<file path="src/rtl/shifter_pipelined.sv">
// Pipelined barrel shifter: one registered stage per shift-amount bit, valid/ready handshake.
// Define SHIFTER_PIPELINED_ROTATE_EN to build rotate-left for mode 11 (otherwise mode 11 is SLL).
module shifter_pipelined #(
  parameter int unsigned N = 32,
  parameter int unsigned S = $clog2(N)
) (
  input  logic         clk,
  input  logic         rst,
  input  logic         in_valid,
  output logic         in_ready,
  input  logic [N-1:0] in,
  input  logic [S-1:0] shamt,
  input  logic [1:0]   mode,
  output logic         out_valid,
  input  logic         out_ready,
  output logic [N-1:0] out
);

  localparam logic [1:0] MODE_SLL = 2'b00;
  localparam logic [1:0] MODE_SRL = 2'b01;
  localparam logic [1:0] MODE_SRA = 2'b10;
  localparam logic [1:0] MODE_ROL = 2'b11;

  logic [N-1:0] data_q   [S];
  logic         valid_q  [S];
  logic [1:0]   mode_q   [S];
  logic [S-1:0] sh_q     [S];

  logic [N-1:0] data_nxt [S];
  logic         valid_nxt[S];
  logic [1:0]   mode_nxt [S];
  logic [S-1:0] sh_nxt   [S];

  logic stall;

  // One conditional fixed-distance shift; SRA keeps the MSB, so the original sign propagates.
  function automatic logic [N-1:0] stage_op(input logic [N-1:0] d, input logic en,
                                            input logic [1:0] md, input int unsigned amt);
    logic [N-1:0] r;
    r = d;
    if (en) begin
      case (md)
        MODE_SRL: r = d >> amt;
        MODE_SRA: r = N'($signed(d) >>> amt);
`ifdef SHIFTER_PIPELINED_ROTATE_EN
        MODE_ROL: r = (d << amt) | (d >> (N - amt));
`endif
        default:  r = d << amt;
      endcase
    end
    return r;
  endfunction

  assign stall     = valid_q[S-1] && !out_ready;
  assign in_ready  = !stall;
  assign out_valid = valid_q[S-1];
  assign out       = data_q[S-1];

  // Next-state for every stage; stage k consumes the low bit of the shamt it carries.
  always_comb begin
    for (int k = 0; k < S; k++) begin
      data_nxt[k]  = '0;
      valid_nxt[k] = 1'b0;
      mode_nxt[k]  = MODE_SLL;
      sh_nxt[k]    = '0;
    end
    data_nxt[0]  = stage_op(in, shamt[0], mode, 32'd1);
    valid_nxt[0] = in_valid;
    mode_nxt[0]  = mode;
    sh_nxt[0]    = shamt >> 1;
    for (int k = 1; k < S; k++) begin
      data_nxt[k]  = stage_op(data_q[k-1], sh_q[k-1][0], mode_q[k-1], 32'd1 << k);
      valid_nxt[k] = valid_q[k-1];
      mode_nxt[k]  = mode_q[k-1];
      sh_nxt[k]    = sh_q[k-1] >> 1;
    end
  end

  // Whole pipe freezes on stall; bubbles advance like data otherwise.
  always_ff @(posedge clk) begin
    if (!rst) begin
      for (int k = 0; k < S; k++) begin
        data_q[k]  <= '0;
        valid_q[k] <= 1'b0;
        mode_q[k]  <= MODE_SLL;
        sh_q[k]    <= '0;
      end
    end else if (!stall) begin
      for (int k = 0; k < S; k++) begin
        data_q[k]  <= data_nxt[k];
        valid_q[k] <= valid_nxt[k];
        mode_q[k]  <= mode_nxt[k];
        sh_q[k]    <= sh_nxt[k];
      end
    end
  end

endmodule

</file>
<file path="config.mk">
export PLATFORM = sky130hd
export DESIGN_NAME = shifter_pipelined
export DESIGN_NICKNAME = d
export VERILOG_FILES = /design/src/rtl/shifter_pipelined.sv
export SDC_FILE = /design/constraint.sdc
export NUM_CORES = 1
export LEC_CHECK = 0
export ABC_AREA = 1
export BUFFER_PORTS_ARGS = -buffer_cell sky130_fd_sc_hd__buf_2
export CORE_MARGIN = 2
export CORE_UTILIZATION = 35
export CTS_BUF_LIST = sky130_fd_sc_hd__clkbuf_4
export DETAILED_ROUTE_END_ITERATION = 8
export GPL_ROUTABILITY_DRIVEN = 0
export SKIP_LAST_GASP = 1
export SLEW_MARGIN = 20
export SYNTH_ARGS = -nofsm -noshare
export SYNTH_HDL_FRONTEND = slang
export SYNTH_SLANG_ARGS = --single-unit
</file>
<file path="constraint.sdc">
create_clock -name clk -period 9.25 [get_ports clk]
set_input_delay 0.4625 -clock clk [delete_from_list [all_inputs] [get_ports clk]]
set_output_delay 0.4625 -clock clk [all_outputs]
set_load 0.01 [all_outputs]
</file>
==> flow_metrics.tcl <==
set metrics [dict create \
    grt_setup_unrepaired "no" \
    cts_resized 0 \
    switching_share_pct 27.9 \
    fp.dieH_um 177 \
    ios 77 \
    drive_gt1_share_pct 9.30 \
    grt_pass1_vias 7352 \
    num_rows 63 \
    wl_per_cell_um 12.8 \
    seqPwrFrac_pct 58.7 \
    p_per_area_mw_per_mm2 156 \
    drcViolationCount 0 \
    highest_layer "met4" \
    period_share_pct 32.8 \
    coreArea_mm2 0.0296 \
    via_count 8202 \
    wl_met1_um 10300 \
    crit_type "input port to flip-flop" \
    drt_wl_total_um 22200 \
    utilization_pct 37.6 \
    fin_area_mm2 0.0111 \
    status "complete, no violations" \
    insertion_delay_ns 0.57 \
    ys_types 19 \
    htreeDepth 4 \
    clk_pin_slew_worst_paths_ns 0.15 \
    placed_area_mm2 0.0108 \
    clockRootBuffer "clkbuf_4" \
    mappedNetlistArea_mm2 0.0105 \
    route.met2.wl_um 10600 \
    grt_max_degree 98 \
    grt_overflow 0 \
    tritoncts "yes" \
    syn_nets 1394 \
    worstMarginPinSlew_ns 1.08 \
    peakVddDrop_mv 0.0664 \
    p_int_uw 1250 \
    cts_buffers 17 \
    vias_per_cell 4.73 \
    met3_length_um 1080 \
    hold_violations 0 \
    skew_ns 0.0287 \
    io_buffers 76 \
    crit_buf_inv 3 \
    worstPathArrival_ns 3.41 \
    crit_chain "buf_2 -> a21boi_4 -> buf_4 -> clkinv_2 -> a21oi_1" \
    start_kind "input port" \
    seq_area_frac_synth_pct 52.6 \
    dp_cells 1703 \
    critPathSlowestCell "clkinv_2" \
    cts.path.max_buffers 2 \
    cts_sinks 183 \
    syn2layout_area_growth_pct 6.42 \
    fillers 3033 \
    max_stage_delay_ns 0.95 \
    p_leak_uw 0.00483 \
    setup_violations 0 \
    post-place-ws_ns 6.05 \
    fin_crit_ns 3.03 \
    antenna_found_initial 1 \
    multiInputGateArea_mm2 0.00407 \
    regArea_mm2 0.00550 \
    yosys_warnings 0 \
    instances_no_fill 1735 \
    min_path_type "input port to flip-flop" \
    endpoint_kind "flip-flop" \
    cp_data_required_time_ns 9.62 \
    slew_headroom_pct 27.9 \
    most-common-layout-cells "nand2_1, nor2_1, edfxtp_1" \
    ant_nets 0 \
    ys_seq_elements 183 \
    die_x_um 177 \
    p_sw_uw 483 \
    start_util_pct 35.4 \
    synth_cells 1341 \
    comb_power_share_pct 14.0 \
    critPathTopFamily "buffers and inverters" \
    totalNegativeSetupSlack_ns 0 \
    hold_buffers 0 \
    grt_usage_pct 14.7 \
    max_freq_ghz 0.330 \
    grt_pass1_wl_um 37100 \
    nets 1385 \
    first_pass_iters 7 \
    cap_violations 0 \
    dr.first_iter.drc_count 680 \
    crit_fanout 97 \
    worst_slack_ns 6.22 \
    place_hpwl_um 14800 \
    syn_area_per_cell_um2 7.79 \
    cts_setup_buffers 0 \
    drv_slew 0 \
    die_area_mm2 0.0313 \
    clkPwrFrac_pct 27.3 \
]
registers in the layout, summed over array words and instances, names as in the netlist:
name     cells
mode_q       8
valid_q      5
data_q     160
sh_q        10
layer usage:
metal | GRT usage (%) | up-vias
met4 | 3.79 | 0
met2 | 24.6 | 214
met3 | 2.56 | 16
met1 | 19.7 | 3719
met5 | 0 | -
li1 | - | 4253
synthesized netlist by cell type (all sizes together):
master / count / share of area (%)
nor2: 376 / 14
inv: 77 / 2.8
o21ai: 98 / 4.7
buf: 65 / 4.0
a21oi: 35 / 1.7
clkinv: 2 / 0.072
a21boi: 2 / 0.25
o211ai: 30 / 2.2
nand2: 375 / 13
edfxtp: 183 / 53
ha: 10 / 1.2
clkbuf: 51 / 1.8
nand3: 37 / 1.8
stage by stage:
step           hold WS, ns  total power, uW
2_1_floorplan        0.519             1210
3_3_place_gp         0.523             1270
3_5_place_dp         0.532             1280
4_1_cts              0.145             1750
5_1_grt              0.139             1830
6_report             0.194             1730
kinds of logic after synthesis:
kind of cell             Yosys count  share of synthesized area [%]
flip-flops                       183                           52.6
AO/OA/AOI/OAI                    165                           8.78
AND/OR/NAND/NOR                  788                           28.8
adder cells (fa/ha/maj)           10                           1.20
buffers and inverters            195                           8.68
worst paths after layout:
kind | from | endpoint | slack, ns | depth (start not counted)
max reg2reg | valid_q[0][4] | data_q[0][61] | 6.24 | 4
max | rst | data_q[0][61] | 6.22 | 5
min reg2reg | sh_q[0][5] | sh_q[0][8] | 0.57 | 2
min | shamt[3] | sh_q[0][2] | 0.19 | 3
power groups by stage:
stage | sequential, uW | clock (uW) | combinational, uW
global placement | 1040 | 0 | 239
CTS | 1020 | 488 | 242
detailed placement | 1040 | 0 | 241
global route | 1020 | 521 | 280
finish | 1020 | 472 | 243
floorplan | 1020 | 0 | 194
worst reg2reg max path, cell delays in order (launching register included):
cell and delay [ns]:
edfxtp_1 0.53, a21boi_4 0.18, buf_4 0.67, clkinv_2 1.00, a21oi_1 0.43
area by class of cell:
| class | count | area share (%) |
|---|---|---|
| multi-input combinational | 963 | 36.6 |
| tap | 390 | 4.39 |
| inverter | 79 | 2.68 |
| antenna | 1 | 0.0225 |
| sequential | 183 | 49.4 |
| clock buffer | 18 | 1.21 |
| clock inverter | 13 | 1.51 |
| timing repair buffer | 88 | 4.23 |
(Power assumes the default switching activity.)
